**config.mk**
```make
export PLATFORM = sky130hd
export DESIGN_NAME = buffer_sequencer
export DESIGN_NICKNAME = d
export VERILOG_FILES = /design/src/rtl/buffer_sequencer.sv
export SDC_FILE = /design/constraint.sdc
export NUM_CORES = 1
export LEC_CHECK = 0
export ABC_AREA = 1
export BUFFER_PORTS_ARGS = -buffer_cell sky130_fd_sc_hd__buf_2
export CAP_MARGIN = 20
export CORE_MARGIN = 2
export CORE_UTILIZATION = 40
export CTS_BUF_LIST = sky130_fd_sc_hd__clkbuf_8
export CTS_CLUSTER_SIZE = 8
export DETAILED_ROUTE_END_ITERATION = 8
export PLACE_DENSITY = 0.68
export SLEW_MARGIN = 20
export SYNTH_ARGS = -nofsm -noshare
export SYNTH_HDL_FRONTEND = slang
export SYNTH_SLANG_ARGS = --single-unit
export TNS_END_PERCENT = 20
```
**constraint.sdc**
```tcl
create_clock -name clk -period 5.3 [get_ports clk]
set_input_delay 1.06 -clock clk [delete_from_list [all_inputs] [get_ports clk]]
set_output_delay 1.06 -clock clk [all_outputs]
set_load 0.05 [all_outputs]
```
**src/rtl/buffer_sequencer.sv**
```systemverilog
// Character-buffer command sequencer: cursor moves, character writes, line/screen clears and scrolling.
// Outputs are registered, one cycle after acceptance; cmd_ready is low while a CLEAR or SCROLL sweep runs.
module buffer_sequencer #(
    parameter int          ROWS      = 24,
    parameter int          COLS      = 80,
    parameter int          ROW_BITS  = 5,
    parameter int          COL_BITS  = 7,
    parameter int          ADDR_BITS = 11,
    parameter logic [7:0]  BLANK     = 8'h20
) (
    input  logic                 clk,
    input  logic                 clr,
    input  logic                 cmd_valid,
    output logic                 cmd_ready,
    input  logic [2:0]           cmd_op,
    input  logic [7:0]           cmd_data,
    output logic                 busy,
    output logic [ADDR_BITS-1:0] buffer_waddr,
    output logic [7:0]           buffer_din,
    output logic                 buffer_wen,
    output logic [ADDR_BITS-1:0] buffer_first_char,
    output logic                 buffer_first_char_wen,
    output logic [COL_BITS-1:0]  new_cursor_x,
    output logic [ROW_BITS-1:0]  new_cursor_y,
    output logic                 new_cursor_wen
);
    localparam logic [ADDR_BITS:0]   CELLS_W = (ADDR_BITS+1)'(ROWS * COLS);
    localparam logic [ADDR_BITS:0]   COLS_W  = (ADDR_BITS+1)'(COLS);
    localparam logic [COL_BITS-1:0]  X_MAX   = COL_BITS'(COLS - 1);
    localparam logic [ROW_BITS-1:0]  Y_MAX   = ROW_BITS'(ROWS - 1);

    typedef enum logic [1:0] {S_IDLE, S_CLEAR, S_SCROLL} state_t;

    state_t                 r_state;
    state_t                 w_next;
    logic [COL_BITS-1:0]    r_x;
    logic [ROW_BITS-1:0]    r_y;
    logic [ADDR_BITS-1:0]   r_fc;
    logic [ADDR_BITS-1:0]   r_cnt;
    logic [ADDR_BITS-1:0]   r_stop;
    logic                   r_full;
    logic [ADDR_BITS-1:0]   r_waddr;
    logic [7:0]             r_din;
    logic                   r_wen;
    logic                   r_fc_wen;
    logic                   r_cur_wen;

    logic [ADDR_BITS:0]     w_row_off;
    logic [ADDR_BITS:0]     w_sum;
    logic [ADDR_BITS-1:0]   w_addr;
    logic [ADDR_BITS-1:0]   w_row_stop;
    logic [ADDR_BITS:0]     w_fc_inc;
    logic [ADDR_BITS-1:0]   w_fc_next;
    logic [COL_BITS-1:0]    w_goto_x;
    logic [ROW_BITS-1:0]    w_goto_y;

    // fc < CELLS and y*COLS+x < CELLS, so one conditional subtraction wraps the sum.
    assign w_row_off  = (ADDR_BITS+1)'(r_y) * COLS_W;
    assign w_sum      = {1'b0, r_fc} + w_row_off + (ADDR_BITS+1)'(r_x);
    assign w_addr     = (w_sum >= CELLS_W) ? ADDR_BITS'(w_sum - CELLS_W) : ADDR_BITS'(w_sum);
    // first_char is always a multiple of COLS, so a row never straddles the wrap point.
    assign w_row_stop = w_addr - ADDR_BITS'(r_x) + ADDR_BITS'(COLS);
    assign w_fc_inc   = {1'b0, r_fc} + COLS_W;
    assign w_fc_next  = (w_fc_inc == CELLS_W) ? '0 : ADDR_BITS'(w_fc_inc);
    assign w_goto_x   = (cmd_data > 8'(COLS - 1)) ? X_MAX : COL_BITS'(cmd_data);
    assign w_goto_y   = (cmd_data > 8'(ROWS - 1)) ? Y_MAX : ROW_BITS'(cmd_data);

    always_ff @(posedge clk or posedge clr) begin
        if (clr) r_state <= S_CLEAR;
        else     r_state <= w_next;
    end

    always_comb begin
        w_next = r_state;
        case (r_state)
            S_IDLE: begin
                if (cmd_valid) begin
                    case (cmd_op)
                        3'd2:       if (r_y == Y_MAX) w_next = S_SCROLL;
                        3'd6, 3'd7: w_next = S_CLEAR;
                        default:    w_next = S_IDLE;
                    endcase
                end
            end
            default: if (r_cnt == r_stop) w_next = S_IDLE;
        endcase
    end

    always_comb begin
        cmd_ready = (r_state == S_IDLE);
        busy      = (r_state != S_IDLE);
    end

    always_ff @(posedge clk or posedge clr) begin
        if (clr) begin
            r_x <= '0; r_y <= '0; r_fc <= '0;
            r_cnt <= '0; r_stop <= ADDR_BITS'(CELLS_W); r_full <= 1'b1;
            r_waddr <= '0; r_din <= '0;
            r_wen <= 1'b0; r_fc_wen <= 1'b0; r_cur_wen <= 1'b0;
        end else begin
            r_wen     <= 1'b0;
            r_fc_wen  <= 1'b0;
            r_cur_wen <= 1'b0;
            if (r_state == S_IDLE) begin
                if (cmd_valid) begin
                    case (cmd_op)
                        3'd1: begin
                            r_waddr <= w_addr; r_din <= cmd_data; r_wen <= 1'b1;
                            if (r_x != X_MAX) r_x <= r_x + COL_BITS'(1);
                            r_cur_wen <= 1'b1;
                        end
                        3'd2: begin
                            if (r_y != Y_MAX) begin
                                r_y <= r_y + ROW_BITS'(1); r_cur_wen <= 1'b1;
                            end else begin
                                r_fc <= w_fc_next; r_fc_wen <= 1'b1;
                                r_cnt <= r_fc; r_stop <= ADDR_BITS'(w_fc_inc); r_full <= 1'b0;
                            end
                        end
                        3'd3: begin r_x <= '0;       r_cur_wen <= 1'b1; end
                        3'd4: begin r_x <= w_goto_x; r_cur_wen <= 1'b1; end
                        3'd5: begin r_y <= w_goto_y; r_cur_wen <= 1'b1; end
                        3'd6: begin
                            r_waddr <= w_addr; r_din <= BLANK; r_wen <= 1'b1;
                            r_cnt <= w_addr + ADDR_BITS'(1); r_stop <= w_row_stop; r_full <= 1'b0;
                        end
                        3'd7: begin
                            r_waddr <= '0; r_din <= BLANK; r_wen <= 1'b1;
                            r_cnt <= ADDR_BITS'(1); r_stop <= ADDR_BITS'(CELLS_W); r_full <= 1'b1;
                        end
                        default: ;
                    endcase
                end
            end else if (r_cnt != r_stop) begin
                r_waddr <= r_cnt; r_din <= BLANK; r_wen <= 1'b1;
                r_cnt <= r_cnt + ADDR_BITS'(1);
            end else if (r_full) begin
                r_fc <= '0; r_fc_wen <= 1'b1;
                r_x <= '0; r_y <= '0; r_cur_wen <= 1'b1;
            end
        end
    end

    assign buffer_waddr          = r_waddr;
    assign buffer_din            = r_din;
    assign buffer_wen            = r_wen;
    assign buffer_first_char     = r_fc;
    assign buffer_first_char_wen = r_fc_wen;
    assign new_cursor_x          = r_x;
    assign new_cursor_y          = r_y;
    assign new_cursor_wen        = r_cur_wen;
endmodule

```
Word-level counts from Yosys, hierarchy flattened
Index checks and enable logic that the tools add are counted.
Word-level totals
  memories kept: 0
  bits in writable memories: 0
  logic and storage cells: 129
  output and inout port bits: 47
  bits in latches: 0
  bits in read-only memories: 0
  register bits: 70
Cells by class
  multipliers: 1
  div/mod/pow operators: 0
  shift operators: 0
  magnitude comparators: 3
  bitwise logic cells: 0
  reduce and logical (&&, ||, !) cells: 18
  equality and inequality tests: 27
  muxes and demuxes: 58
  add/sub/neg operators: 10
Operators by type and width (number)
  11-bit two-way mux: 16
  11-bit case mux with 3 select lines: 2
  7-bit two-way mux: 6
  5-bit two-way mux: 6
  8-bit two-way mux: 3
  11-bit by 1-bit adder with 11-bit output (second input constant): 2
  11-bit case mux with 2 select lines: 1
  7-bit case mux with 3 select lines: 1
  8-bit case mux with 2 select lines: 1
  5-bit AND reduction: 3
  1-bit two-way mux: 14
  11-bit by 12-bit adder with 12-bit output: 1
  11-bit by 7-bit adder with 12-bit output (second input constant): 1
  12-bit by 7-bit adder with 12-bit output: 1
  12-bit by 11-bit equality test with 1-bit output (second input constant): 1
  3-bit equality test (second input constant): 4
  12-bit by 11-bit >= comparator with 1-bit output (second input constant): 1
  3-bit inequality test (second input constant): 4
  11-bit by 7-bit adder with 11-bit output (second input constant): 1
  11-bit equality test: 1
  11-bit inequality test: 1
  11-bit subtractor (second input constant): 1
  11-bit by 7-bit subtractor with 11-bit output: 1
  5-bit case mux with 2 select lines: 1
  27 further kinds: 43

Depth between registers and ports, before layout
  depth after elaboration: 9
  depth in mapped cells: 27
  mapped depth without buffers: 27

Least setup slack after synthesis
Ideal clock, no wire load.
  kind: register -> register
  from: register r_y[3], in the netlist new_cursor_y[3]
  to: register r_stop[10]
  cell stages (with the launch flop): 26
  slack: 1011 ps
  data arrival time: 4214 ps
  library setup time: 75 ps
  clock period less this slack: 4289 ps
  required time: 5225 ps
  path buffers: 0
  cells stage by stage: dfrtp_1 > ha_1 > ha_1 > fa_1 > xor2_1 > ha_1 > ha_1 > nand2_1 > inv_1 > a21oi_1 > nand3_1 > nand2_2 > nand4_4 > nand2_2 > nand2_1 > nand2_2 > inv_2 > ha_1 > nand4_1 > inv_1 > nand2_1 > o2111a_1 > nand3b_1 > nand3_1 > nand2_1 > nand2_1
On the way
  word-level cells in the longest chain between the ends: 8
Ends and longest elaborated chain
  from (decl): line 37  | logic [ROW_BITS-1:0] r_y;
  from (signal assigned): line 96  | r_x <= '0; r_y <= '0; r_fc <= '0;
  from (signal assigned): line 114  | r_y <= r_y + ROW_BITS'(1); r_cur_wen <= 1'b1;
  from (signal assigned): line 122  | 3'd5: begin r_y <= w_goto_y; r_cur_wen <= 1'b1; end
  5-bit by 3-bit multiplier with 8-bit output: line 58  | assign w_row_off = (ADDR_BITS+1)'(r_y) * COLS_W;
  11-bit by 12-bit adder with 12-bit output: line 59  | assign w_sum = {1'b0, r_fc} + w_row_off + (ADDR_BITS+1)'(r_x);
  12-bit by 7-bit adder with 12-bit output: line 59
  11-bit subtractor or 12-bit by 11-bit >= comparator with 1-bit output (tied branches): line 60  | assign w_addr = (w_sum >= CELLS_W) ? ADDR_BITS'(w_sum - CELLS_W) : ADDR_BITS'(w_sum);
  11-bit two-way mux: line 60
  11-bit by 7-bit subtractor with 11-bit output: line 62  | assign w_row_stop = w_addr - ADDR_BITS'(r_x) + ADDR_BITS'(COLS);
  11-bit by 7-bit adder with 11-bit output: line 62
  11-bit case mux with 3 select lines: line 106  | case (cmd_op)
  to (signal assigned): line 117  | r_cnt <= r_fc; r_stop <= ADDR_BITS'(w_fc_inc); r_full <= 1'b0;
  to (signal assigned): line 125  | r_cnt <= w_addr + ADDR_BITS'(1); r_stop <= w_row_stop; r_full <= 1'b0;
  to (signal assigned): line 129  | r_cnt <= ADDR_BITS'(1); r_stop <= ADDR_BITS'(CELLS_W); r_full <= 1'b1;
  to (decl): line 40  | logic [ADDR_BITS-1:0] r_stop;
Parallel ways exist; a longest one is shown, timed or not.
A chain may end at the register's enable or synchronous reset.

Final worst setup path
  from: register r_y[1], in the netlist new_cursor_y[1]
  to: register r_stop[10]
The elaborated chain is that of the path after synthesis.

==> reports/results.tsv <==
metric	value	unit
outcome	finished, final reports clean	
Die ar.	14300	um^2
largest net degree at the start of global routing	67	
drt pass-1 iters	5	
clock skew	14.7	ps
CP required	5620	ps
Yosys reg bits	66	
antenna-violating nets left	0	
GR Util All Layers	0.217	
Post-CTS Setup Inserts	0	
setup TNS	0	ps
drt drc	0	
die height	120	um
RSZ-0062 raised after global routing	no	
Max Fanout on Critical Path	6	
Die W	120	um
critical path arrival	4670	ps
fin nets	868	
routability cong.	0.882	
Clock Path Buffers	2	
Slew HR	0.409	
layout cell share with drive strength beyond 1	0.162	
final hold violation count	0	
Initial DRC Count	401	
vias in the first global route	4695	
Final min period	4350	ps
CP max stage cell	dfrtp_1	
Final setup viols	0	
leading cell type in the layout, fill and taps excluded	nand2_1	
Vias/cell	5.13	
R2R cell count	25	
r2r endpoint	r_stop[10]$_DFFE_PP1P_	
# rows	42	
Worst setup endpoint	r_stop[10]$_DFFE_PP1P_	
Final HPWL DP	11400	um
Clock Latency Late Sink	380	ps
antenna violations before repair	0	
Netlist cell types	55	
first-pass GRT wire length	24300	um
Synth async-reset ratio	1.00	
Placed Instances	974	
clk root buf	clkbuf_8	
CTS Sinks	66	
GRT Residual Overflow	0	
Post-CTS Hold Buffers	0	
via count	5075	
non-filler cells, final	990	
critical setup path kind	reg2reg	
fin crit share	0.821	
post-cts sizing count	0	
PortBufs	56	
Layout area overhead	12.5	%
R2R Path Start	new_cursor_y[1]$_DFFE_PP0P_	
core area	13100	um^2
synthesis warning total	0	
register area share after synthesis	0.310	
WL/cell	14.9	um
Routed Wire Length	14800	um
CTS tree	done	
I/O Pins	61	
cell area after placement	5820	um^2
Post-synth EDFFs	0	
fmax	230	MHz
starting density of the core	0.408	
CTS buffer count	9	
Reg clk slew, reported paths	80	ps
Worst Max-Slew Pin Slew	886	ps
CP max stage delay	440	ps
Primary FF master, synth	dfrtp_1	
crit end category	flop	
htree depth	3	
Register-to-Register Setup Slack	950	ps
final instance area	6020	um^2
commonest cells after routing, fill and taps aside	nand2_1, inv_1, nor2_1	
Final Max Slew Viols	0	
critical path startpoint category	flop	
# diodes	0	
syn_area_per_cell	7.20	um^2
max cap viols	0	
launch point of the worst path	new_cursor_y[1]$_DFFE_PP0P_	
post-synthesis cell area	5360	um^2
Syn Inst Count	744	
min-delay worst type	reg2reg	
final cells by class:
cell class | count | area (um^2)
clock buffer | 9 | 124
inverter | 131 | 492
clock inverter | 7 | 77.6
sequential | 66 | 1660
tap | 176 | 220
timing repair buffer | 61 | 318
multi-input combinational | 540 | 3130
fill | 1355 | 7110
metal layers:
layer	up-vias	wire [um]	global-route usage
li1	2559	-	-
met1	2314	7030	0.313
met2	177	6450	0.324
met3	25	989	0.0433
met4	0	301	0.0706
met5	-	0	0
cell usage after synthesis (2+ instances only):
master     number  area share
or2_2           3      0.0035
o21ai_0        42       0.039
o21ai_1        12       0.011
nor2_1         70       0.049
buf_4           5      0.0070
nand3_1        39       0.036
inv_1         117       0.082
ha_1           39       0.091
or2_1           3      0.0035
a221oi_1        2      0.0033
nand4_1         7      0.0082
dfrtp_1        60        0.28
a31oi_1        12       0.014
conb_1          2      0.0014
o211ai_1        2      0.0028
buf_2           3      0.0028
nor2_2          3      0.0035
inv_2          12      0.0084
clkbuf_1        3      0.0021
clkinv_1        2      0.0014
nand3b_1        2      0.0028
a21oi_2         6      0.0098
o2111ai_1       3      0.0049
nand2_2        10       0.012
nand2_1       158        0.11
a22oi_1         4      0.0056
nor3_1         14       0.013
buf_6           3      0.0063
fa_1            6       0.022
o22ai_1         7      0.0082
dfstp_2         6       0.029
a21oi_1        36       0.034
nand3_2         3      0.0056
xor2_1         15       0.025
nor2_4          3      0.0063
o31ai_1         5      0.0070
xnor2_1         5      0.0082
a211oi_1        3      0.0042
critical path, delay by kind of cell, from the launching register on:
family,cells,cell delay (ps)
compound gates,2,340
simple gates,13,1210
fa+ha+maj,6,1930
flops,1,440
buf+inv,3,190
xor+xnor,1,180
worst min-delay path by stage:
stage | start | to | slack, ps | cells after the start
finish | r_stop[8]$_DFFE_PP1P_ | r_stop[8]$_DFFE_PP1P_ | 480 | 2
global route | r_stop[9]$_DFFE_PP1P_ | r_stop[9]$_DFFE_PP1P_ | 510 | 2
CTS | r_stop[8]$_DFFE_PP1P_ | r_stop[8]$_DFFE_PP1P_ | 490 | 2
detailed placement | r_stop[8]$_DFFE_PP1P_ | r_stop[8]$_DFFE_PP1P_ | 470 | 2
floorplan | r_state[1]$_DFFE_PP0P_ | r_state[1]$_DFFE_PP0P_ | 450 | 2
global placement | r_stop[8]$_DFFE_PP1P_ | r_stop[8]$_DFFE_PP1P_ | 470 | 2
cell families (layout without fill, tap and decap cells):
kind of cell | Yosys count | in the layout | synth area share
flip-flops | 66 | 66 | 0.310
buffers and inverters | 146 | 208 | 0.111
AO/OA/AOI/OAI | 145 | 145 | 0.164
other | 2 | 10 | 0.00140
XOR/XNOR | 20 | 20 | 0.0327
multiplexers | 1 | 1 | 0.00280
AND/OR/NAND/NOR | 319 | 319 | 0.265
adder cells (fa/ha/maj) | 45 | 45 | 0.114
per-stage QoR:
stage,utilization,hold slack (ps),worst slack [ps]
2_1_floorplan,-,454,1010
3_3_place_gp,0.443,466,1120
3_5_place_dp,0.443,472,973
4_1_cts,0.459,485,960
5_1_grt,0.459,508,683
6_report,0.459,485,948
state kept, by name, indices dropped and copies added (netlist names):
signal / count
buffer_waddr: 11
r_cnt: 11
r_stop: 11
buffer_din: 8
buffer_first_char: 7
new_cursor_x: 7
new_cursor_y: 5
r_state: 2
buffer_first_char_wen: 1
buffer_wen: 1
new_cursor_wen: 1
r_full: 1
Power is not shown: default switching activity piles up to over one toggle a cycle in this logic, so the estimate is an artifact.
